**src/rtl/win_framer_pkg.sv**
```systemverilog
// Shared types and default constants for the window framer.
// Ports: none (package only).
package win_pkg;

    localparam int Dwidth = 16;
    localparam int Nwin   = 32;
    localparam int Iwidth = 5;
    localparam int Nhop   = 16;

    typedef enum logic [1:0] {
        FILL,
        IDLE,
        READ
    } state_t;

    typedef struct packed {
        logic [Dwidth-1:0] re;
        logic [Dwidth-1:0] im;
    } cplx_t;

endpackage

```
**src/rtl/win_framer_if.sv**
```systemverilog
// Sample-stream bundle between the framer and its neighbours.
// master: drives dv_in/din_*; slave: drives dv_out/index/sof/dout_*/overflow.
interface win_framer_if #(
    parameter int Dwidth = win_pkg::Dwidth,
    parameter int Iwidth = win_pkg::Iwidth
);

    logic              dv_in;
    logic [Dwidth-1:0] din_real;
    logic [Dwidth-1:0] din_imag;
    logic              dv_out;
    logic [Iwidth-1:0] index;
    logic              sof;
    logic [Dwidth-1:0] dout_real;
    logic [Dwidth-1:0] dout_imag;
    logic              overflow;

    modport master (
        output dv_in, din_real, din_imag,
        input  dv_out, index, sof,
        input  dout_real, dout_imag, overflow
    );

    modport slave (
        input  dv_in, din_real, din_imag,
        output dv_out, index, sof,
        output dout_real, dout_imag, overflow
    );

endinterface

```
**src/rtl/win_framer_ram.sv**
```systemverilog
// Simple dual-port synchronous RAM, one write and one registered read port.
// Ports: clk, we/waddr/wdata write side, raddr/rdata read side (1-cycle latency).
module win_framer_ram #(
    parameter int Width  = 32,
    parameter int Depth  = 64,
    parameter int Awidth = 6
) (
    input  logic              clk,
    input  logic              we,
    input  logic [Awidth-1:0] waddr,
    input  logic [Width-1:0]  wdata,
    input  logic [Awidth-1:0] raddr,
    output logic [Width-1:0]  rdata
);

    logic [Width-1:0] mem [Depth];

    always_ff @(posedge clk) begin
        if (we) begin
            mem[waddr] <= wdata;
        end
        rdata <= mem[raddr];
    end

endmodule

```
**src/rtl/win_framer.sv**
```systemverilog
// Buffers a gappy complex stream and replays overlapping Nwin-sample frames.
// Ports: clk, rst_n (async low), bus (slave: dv_in/din_* in, dv_out/index/sof/dout_*/overflow out).
module win_framer #(
    parameter int Dwidth = win_pkg::Dwidth,
    parameter int Nwin   = win_pkg::Nwin,
    parameter int Iwidth = win_pkg::Iwidth,
    parameter int Nhop   = win_pkg::Nhop
) (
    input  logic         clk,
    input  logic         rst_n,
    win_framer_if.slave  bus
);

    import win_pkg::*;

    localparam int Awidth = Iwidth + 1;
    localparam int Depth  = 2 * Nwin;

    localparam logic [Iwidth-1:0] NWIN_LAST = Iwidth'(Nwin - 1);
    localparam logic [Iwidth-1:0] HOP_LAST  = Iwidth'(Nhop - 1);
    localparam logic [Awidth-1:0] NWIN_A    = Awidth'(Nwin);

    state_t state, state_nx;

    logic [Awidth-1:0] wp;
    logic [Awidth-1:0] wp_inc;
    logic [Awidth-1:0] trig_addr;
    logic [Iwidth-1:0] fill_cnt;
    logic [Iwidth-1:0] hop_cnt;
    logic              trig;

    logic [Awidth-1:0] base, base_nx;
    logic [Iwidth-1:0] rd_cnt, rd_cnt_nx;
    logic              pend_vld, pend_vld_nx;
    logic [Awidth-1:0] pend_addr, pend_addr_nx;
    logic              ovf_q, ovf_nx;
    logic              rd_last;
    logic [Awidth-1:0] rd_addr;

    logic [2*Dwidth-1:0] rdata;
    logic                v1;
    logic [Iwidth-1:0]   idx1;
    logic                dv_q;
    logic [Iwidth-1:0]   idx_q;
    logic                sof_q;
    logic [Dwidth-1:0]   dre_q;
    logic [Dwidth-1:0]   dim_q;

    // Start of the newest Nwin samples, counting the one being written now.
    assign wp_inc    = wp + 1'b1;
    assign trig_addr = wp_inc - NWIN_A;

    always_comb begin
        trig = 1'b0;
        if (bus.dv_in) begin
            if (state == FILL) begin
                trig = (fill_cnt == NWIN_LAST);
            end else begin
                trig = (hop_cnt == HOP_LAST);
            end
        end
    end

    always_ff @(posedge clk or negedge rst_n) begin
        if (!rst_n) begin
            wp       <= '0;
            fill_cnt <= '0;
            hop_cnt  <= '0;
        end else if (bus.dv_in) begin
            wp <= wp_inc;
            if (state == FILL) begin
                fill_cnt <= fill_cnt + 1'b1;
                hop_cnt  <= '0;
            end else if (hop_cnt == HOP_LAST) begin
                hop_cnt <= '0;
            end else begin
                hop_cnt <= hop_cnt + 1'b1;
            end
        end
    end

    assign rd_last = (rd_cnt == NWIN_LAST);
    assign rd_addr = base + Awidth'(rd_cnt);

    always_comb begin
        state_nx     = state;
        base_nx      = base;
        rd_cnt_nx    = rd_cnt;
        pend_vld_nx  = pend_vld;
        pend_addr_nx = pend_addr;
        ovf_nx       = ovf_q;
        unique case (state)
            FILL, IDLE: begin
                if (trig) begin
                    state_nx  = READ;
                    base_nx   = trig_addr;
                    rd_cnt_nx = '0;
                end
            end
            READ: begin
                rd_cnt_nx = rd_cnt + 1'b1;
                unique case (1'b1)
                    rd_last && pend_vld: begin
                        // Chain straight into the queued frame; a trigger
                        // now has nowhere to go.
                        base_nx     = pend_addr;
                        pend_vld_nx = 1'b0;
                        if (trig) begin
                            ovf_nx = 1'b1;
                        end
                    end
                    rd_last && !pend_vld: begin
                        // A trigger on the final read is served back to back.
                        if (trig) begin
                            base_nx = trig_addr;
                        end else begin
                            state_nx = IDLE;
                        end
                    end
                    !rd_last && trig && pend_vld: begin
                        ovf_nx = 1'b1;
                    end
                    !rd_last && trig && !pend_vld: begin
                        pend_vld_nx  = 1'b1;
                        pend_addr_nx = trig_addr;
                    end
                    default: begin
                    end
                endcase
            end
            default: begin
                state_nx = FILL;
            end
        endcase
    end

    always_ff @(posedge clk or negedge rst_n) begin
        if (!rst_n) begin
            state     <= FILL;
            base      <= '0;
            rd_cnt    <= '0;
            pend_vld  <= 1'b0;
            pend_addr <= '0;
            ovf_q     <= 1'b0;
        end else begin
            state     <= state_nx;
            base      <= base_nx;
            rd_cnt    <= rd_cnt_nx;
            pend_vld  <= pend_vld_nx;
            pend_addr <= pend_addr_nx;
            ovf_q     <= ovf_nx;
        end
    end

    win_framer_ram #(
        .Width  (2 * Dwidth),
        .Depth  (Depth),
        .Awidth (Awidth)
    ) u_ram (
        .clk   (clk),
        .we    (bus.dv_in),
        .waddr (wp),
        .wdata ({bus.din_real, bus.din_imag}),
        .raddr (rd_addr),
        .rdata (rdata)
    );

    // Stage 1 tracks the RAM read, stage 2 registers the RAM output.
    always_ff @(posedge clk or negedge rst_n) begin
        if (!rst_n) begin
            v1    <= 1'b0;
            idx1  <= '0;
            dv_q  <= 1'b0;
            idx_q <= '0;
            sof_q <= 1'b0;
            dre_q <= '0;
            dim_q <= '0;
        end else begin
            v1    <= (state == READ);
            idx1  <= rd_cnt;
            dv_q  <= v1;
            idx_q <= idx1;
            sof_q <= v1 && (idx1 == '0);
            if (v1) begin
                dre_q <= rdata[2*Dwidth-1:Dwidth];
                dim_q <= rdata[Dwidth-1:0];
            end
        end
    end

    assign bus.dv_out    = dv_q;
    assign bus.index     = idx_q;
    assign bus.sof       = sof_q;
    assign bus.dout_real = dre_q;
    assign bus.dout_imag = dim_q;
    assign bus.overflow  = ovf_q;

endmodule

```
**src/flat_wrapper.sv**
```systemverilog
// flat-port wrapper written by rule: the top's interface ports become plain ports
module win_framer_flat import win_pkg::*;
#(
    parameter int Dwidth = win_pkg::Dwidth,
    parameter int Nwin   = win_pkg::Nwin,
    parameter int Iwidth = win_pkg::Iwidth,
    parameter int Nhop   = win_pkg::Nhop
)
  (clk, rst_n, bus_dv_in, bus_din_real, bus_din_imag, bus_dv_out, bus_index, bus_sof, bus_dout_real, bus_dout_imag, bus_overflow);
  win_framer_if #(.Dwidth(Dwidth), .Iwidth(Iwidth)) bus_i ();
  input  logic clk;
  input  logic rst_n;
  input wire logic [$bits(bus_i.dv_in)-1:0] bus_dv_in;
  input wire logic [$bits(bus_i.din_real)-1:0] bus_din_real;
  input wire logic [$bits(bus_i.din_imag)-1:0] bus_din_imag;
  output wire logic [$bits(bus_i.dv_out)-1:0] bus_dv_out;
  output wire logic [$bits(bus_i.index)-1:0] bus_index;
  output wire logic [$bits(bus_i.sof)-1:0] bus_sof;
  output wire logic [$bits(bus_i.dout_real)-1:0] bus_dout_real;
  output wire logic [$bits(bus_i.dout_imag)-1:0] bus_dout_imag;
  output wire logic [$bits(bus_i.overflow)-1:0] bus_overflow;
  assign bus_i.dv_in = bus_dv_in;
  assign bus_i.din_real = bus_din_real;
  assign bus_i.din_imag = bus_din_imag;
  assign bus_dv_out = bus_i.dv_out;
  assign bus_index = bus_i.index;
  assign bus_sof = bus_i.sof;
  assign bus_dout_real = bus_i.dout_real;
  assign bus_dout_imag = bus_i.dout_imag;
  assign bus_overflow = bus_i.overflow;
  win_framer #(.Dwidth(Dwidth), .Nwin(Nwin), .Iwidth(Iwidth), .Nhop(Nhop)) u_core (.clk(clk), .rst_n(rst_n), .bus(bus_i));
endmodule
```
**config.mk**
```make
export PLATFORM = sky130hd
export DESIGN_NAME = win_framer_flat
export DESIGN_NICKNAME = d
export VERILOG_FILES = /design/src/rtl/win_framer_pkg.sv /design/src/rtl/win_framer_if.sv /design/src/rtl/win_framer_ram.sv /design/src/rtl/win_framer.sv /design/src/flat_wrapper.sv
export SDC_FILE = /design/constraint.sdc
export NUM_CORES = 2
export LEC_CHECK = 0
export BUFFER_PORTS_ARGS = -buffer_cell sky130_fd_sc_hd__buf_2
export CORE_MARGIN = 5
export CORE_UTILIZATION = 55
export CTS_CLUSTER_SIZE = 20
export DETAILED_ROUTE_END_ITERATION = 10
export GPL_ROUTABILITY_DRIVEN = 0
export PLACE_DENSITY = 0.78
export SLEW_MARGIN = 20
export SYNTH_ARGS = -nofsm -noshare
export SYNTH_HDL_FRONTEND = slang
export SYNTH_HIERARCHICAL = 1
export SYNTH_SLANG_ARGS = --single-unit
```
**constraint.sdc**
```tcl
create_clock -name clk -period 6.25 [get_ports clk]
set_input_delay 0.9375 -clock clk [delete_from_list [all_inputs] [get_ports clk]]
set_output_delay 0.9375 -clock clk [all_outputs]
set_load 0.05 [all_outputs]
```
# Word-level counts from Yosys, hierarchy flattened

Memory sizes are Yosys's and may differ from the RTL's. A register that Yosys moved wholly into a read port is not among the register bits.
Cells that the tools add are included.

Add/subtract/negate cells: 6
Eq/ne operators: 10
Multiplexer cells: 18
Reduce and logical (&&, ||, !) cells: 21

Operators by type and width:

| operator              | count |
|---|---|
| $pmux W6 S2           | 2 |
| $add A5 B1 Y5 const B | 3 |
| $mux W5               | 3 |
| $eq A5 B5 Y1 const B  | 2 |
| $pmux W5 S2           | 1 |
| $reduce_and A2 Y1     | 5 |
| $add A6 B1 Y6 const B | 1 |
| $add A6 B5 Y6         | 1 |
| $logic_and A1 B1 Y1   | 6 |
| $mux W2               | 3 |
| $mux W6               | 1 |
| $ne A2 B1 Y1 const B  | 3 |
| $reduce_and A3 Y1     | 2 |
| $reduce_bool A2 Y1    | 3 |
| $sub A6 B6 Y6 const B | 1 |
| $eq A5 B4 Y1 const B  | 1 |
| $logic_not A5 Y1      | 1 |
| $mux W1               | 5 |
| $pmux W1 S2           | 2 |
| $pmux W2 S2           | 1 |
| $ne A3 B1 Y1 const B  | 1 |
| $eq A2 B1 Y1 const B  | 1 |
| $eq A2 B2 Y1 const B  | 1 |
| $logic_not A1 Y1      | 2 |
| 3 further kinds       | 3 |

Flip-flop bits (word level): 82
Memory bits (writable): 2048
Input port bits: 35
Output and inout bits: 40
Memories kept: 1

Memories:

| name             | depth | bits a word | rd ports | clocked after memory_dff | write ports | RTL line             | source |
|---|---|---|---|---|---|---|---|
| u_core.u_ram.mem | 64    | 32          | 1        | 1                        | 1           | win_framer_ram.sv:16 | `logic [Width-1:0] mem [Depth];` |

# Depth between registers and ports, before layout

Depth in word-level cells: 7
Mapped depth: 12
Gate-level depth less buffers: 11

# Cells and area by module

The synthesis kept the hierarchy.

Modules (own cells, without submodules):

| module         | instances | cells each | area each (µm²) | seq. area each (µm²) |
|---|---|---|---|---|
| win_framer_ram | 1         | 3324       | 78515.3         | 62139.6 |
| win_framer     | 1         | 274        | 3637.2          | 2052.0 |

# Worst setup path before layout

Ideal clock, no wire load.

Path type: input -> register
Start: in bus_dv_in
End: mem u_core.u_ram.mem[49][0], enable pin
Arrival time: 3.489 ns
Setup slack: 2.301 ns
Cell stages on the path: 3
Path buffers: 0
Cells stage by stage: nor2b_1 > nand4_1 > nor3_1

Cells in the longest elaborated chain, start to end: 2

Ends and longest elaborated chain:

| what                          | RTL line             | source |
|---|---|---|
| start, declared               | flat_wrapper.sv:13   | `input wire logic [$bits(bus_i.dv_in)-1:0] bus_dv_in;` |
| $mux W1                       | win_framer_ram.sv:19 | `if (we) begin` |
| $mux W1 (not written as such) | win_framer_ram.sv:20 | `mem[waddr] <= wdata;` |
| end, declared                 | win_framer_ram.sv:16 |  |

Every way passes these cells.

# Worst setup path in the final report

Start: reg u_core.rd_cnt[0]
End: reg u_core.u_ram.rdata[6], read port of u_core.u_ram.mem

Cells in the longest elaborated chain, start to end: 1

Ends and longest elaborated chain:

| what                   | RTL line             | source |
|---|---|---|
| start, declared        | win_framer.sv:33     | `logic [Iwidth-1:0] rd_cnt, rd_cnt_nx;` |
| start signal, assigned | win_framer.sv:148    | `rd_cnt <= rd_cnt_nx;` |
| $add A6 B5 Y6          | win_framer.sv:83     | `assign rd_addr = base + Awidth'(rd_cnt);` |
| via u_core.rd_addr[1]  | win_framer.sv:38     | `logic [Awidth-1:0] rd_addr;` |
| end, declared          | win_framer_ram.sv:13 | `output logic [Width-1:0] rdata` |

The timed path passes the listed nets, and every way through them passes these cells.
A chain may end at the register's enable or synchronous reset.

==> impl_metrics.json <==
{
  "synthMuxAreaShare_pct": 16.70,
  "drc": 0,
  "fp.dieArea_mm2": 0.1572,
  "worst_slew_pin_slew_ns": 1.212,
  "post-route-util_pct": 62.24,
  "drt-vias-per-instance": 6.905,
  "std_cell_rows": 141,
  "grtUsageMet2_pct": 42.50,
  "worst_path_largest_cell_delay_ns": 1.31,
  "status": "complete, no violations",
  "path_max_fanout": 100,
  "rsz0062_at_grt": "no",
  "grt_pass1_wl_um": 299000,
  "fin_setup_tns_ns": 0,
  "period_needed_ns": 4.625,
  "drt-wirelength-per-cell_um": 35.45,
  "dp_hpwl_um": 107200,
  "drive_above_1_share_pct": 28.85,
  "area_delta_synth_final_pct": 12.26,
  "tritoncts": "yes",
  "antenna_found_initial": 5,
  "core_mm2": 0.1482,
  "drtAntennaViolNets": 0,
  "cap_violations": 0,
  "endpoint_kind": "flip-flop",
  "synth-seq-area-share_pct": 78.14,
  "vias": 40735,
  "ctsHoldBuffers": 1,
  "yosysWarnings": 6,
  "htree_levels": 4,
  "cts.path.max_buffers": 3,
  "root_buffer": "clkbuf_16",
  "cts.clk_slew.worst_paths_ns": 0.06,
  "setup_viol": 0,
  "io_pins": 75,
  "synth_xor_area_share_pct": 0.1706,
  "min_path_type": "reg2reg",
  "worstPathArrival_ns": 5.31,
  "grt_pass1_vias": 41117,
  "clock_latency_ns": 0.83,
  "synth_top_family_by_area": "multiplexers",
  "clock-sinks": 2162,
  "die_h_um": 396.5,
  "syn_area_mm2": 0.08215,
  "start_util_pct": 55.44,
  "syn_area_per_cell_um2": 22.83,
  "async_reset_ff_share_pct": 3.793,
  "crit_chain": "ha_4 -> fa_4 -> buf_12 -> buf_12 -> mux4_2 -> mux4_2 -> o22ai_1 -> nor2_1",
  "synthCells": 3598,
  "fmax_mhz": 216.2,
  "use_met1_pct": 36.76,
  "first_pass_iters": 5,
  "skew_ns": 0.03227,
  "fillers": 9414,
  "finalCritPeriodShare_pct": 74.01,
  "postCtsResizedCells": 0,
  "numCtsBuffers": 200,
  "start_kind": "flip-flop",
  "drt_iter0_markers": 6105,
  "wirelength_um": 209100,
  "synth_edf_count": 2048,
  "synth-compound-area-share_pct": 1.936,
  "grt_busiest_layer": "met2",
  "nets": 3840,
  "cp_slowest_cell": "fa_4",
  "overflow": 0,
  "grt_use_met3_pct": 6.700,
  "synthAdderAreaFrac_pct": 0.1919,
  "yosys.area_share.simple_pct": 1.657,
  "synth_top_flop_cell": "edfxtp_1",
  "grt_usage_pct": 26.79,
  "synth_cell_types": 66,
  "syn_nets": 3645,
  "fp.dieW_um": 396.5,
  "grt_max_degree": 111,
  "worstPathRequired_ns": 6.94,
  "crit_type": "reg2reg",
  "synth-seq-cells": 2162,
  "port_buffers": 74,
  "relSlewSlack_pct": 19.01,
  "post_cts_buffers": 0,
  "hold_violations": 0,
  "slew_viol_final": 0
}
[state kept, by name (all words and copies together), names as in the netlist, 6 cells and up]
register and flops:
u_core/wp 6, u_core/u_ram/rdata 32, u_core/pend_addr 6, u_core/bus.dout_real 16, u_core/bus.dout_imag 16, u_core/base 6, u_core/u_ram/mem 2048
[Yosys cell counts, types with 27 or more instances]
cell type	instances	area, um2
o22ai_1	86	538.0
nand2_1	39	146.4
nor2_1	143	536.8
a21oi_1	66	330.3
dfxtp_1	32	640.6
edfxtp_1	2048	61500
mux4_2	544	12250
clkbuf_1	78	292.8
buf_4	27	202.7
mux2i_1	93	930.9
o221ai_1	29	254.0
mux2_2	37	416.7
dfrtp_1	82	2052
buf_2	63	315.3
[logic make-up after synthesis]
| group | after synthesis |
|---|---|
| flip-flops | 2162 |
| multiplexers | 684 |
| AND/OR/NAND/NOR | 284 |
| AO/OA/AOI/OAI | 238 |
| buffers and inverters | 202 |
| XOR/XNOR | 16 |
| adder cells (fa/ha/maj) | 12 |
[path summary, 6_finish.rpt]
kind / from / endpoint / slack [ns] / cells past startpoint
worst min-delay path: u_core/idx1[4] / u_core/bus.index[4] / 0.39 / 0
worst max register to register: u_core/rd_cnt[0] / u_core/u_ram/rdata[6] / 1.62 / 8
worst max-delay path: u_core/rd_cnt[0] / u_core/u_ram/rdata[6] / 1.62 / 8
worst min register to register: u_core/idx1[4] / u_core/bus.index[4] / 0.39 / 0
max in group asynchronous: rst_n / u_core/v1 / 4.43 / 3
min in group asynchronous: rst_n / u_core/fill_cnt[1] / 0.55 / 2
[metal layers]
| layer | part of all wire [%] | routed length (um) |
|---|---|---|
| met5 | 0 | 0 |
| met4 | 4.1 | 8503 |
| met3 | 13 | 26330 |
| met2 | 48 | 100600 |
| met1 | 35 | 73680 |
[layout make-up]
type,instances,area [um2],area share (%)
Inverter,7,31.28,0.03392
Tap cell,1930,2415,2.618
Sequential cell,2162,64190,69.60
Multi-Input combinational cell,1234,17510,18.98
Clock buffer,250,5454,5.914
Clock inverter,125,1120,1.214
Timing Repair Buffer,188,1501,1.628
Antenna cell,3,7.507,0.008140
[worst max-delay path, delay by kind of cell (launching register included)]
family	cells	cell delay, ns
simple gates	1	0.09
buf+inv	2	0.97
fa+ha+maj	2	1.51
flops	1	0.47
compound gates	1	0.40
mux	2	0.90
[layout by cell type (no fill, tap or decap), types with 6 or more instances in the layout]
cell,instances
edfxtp_1,2048
nor3_1,8
o221ai_1,29
clkbuf_16,209
nand3_1,12
nor2_4,63
xor2_1,6
clkinv_2,36
mux2_1,7
nand3b_1,6
mux4_2,544
mux2_2,37
inv_6,7
a22oi_1,12
clkbuf_8,7
a21oi_1,66
a311oi_1,8
bufinv_16,19
clkinv_1,54
nor2b_1,14
mux2i_1,93
nand2_1,39
nand2b_1,12
inv_1,6
dfxtp_1,32
nor2_1,80
buf_12,17
buf_2,50
nand4_1,7
clkbuf_1,34
and3_1,8
ha_1,10
o21ai_1,10
xnor2_1,7
dfrtp_1,81
buf_4,120
o22ai_1,86
[stage by stage]
stage / setup WS, ns / instances / hold slack [ns] / area (um2)
2_1_floorplan: 2.301 / 3598 / 0.3464 / 82150
3_3_place_gp: 1.729 / 5517 / 0.3530 / 85520
3_5_place_dp: 1.708 / 5519 / 0.3652 / 85560
4_1_cts: 1.612 / 5895 / 0.3791 / 92140
5_1_grt: 1.559 / 5897 / 0.3926 / 92220
6_report: 1.625 / 5899 / 0.3851 / 92230
Power is not shown: default switching activity piles up to over one toggle a cycle in this logic, so the estimate is an artifact.
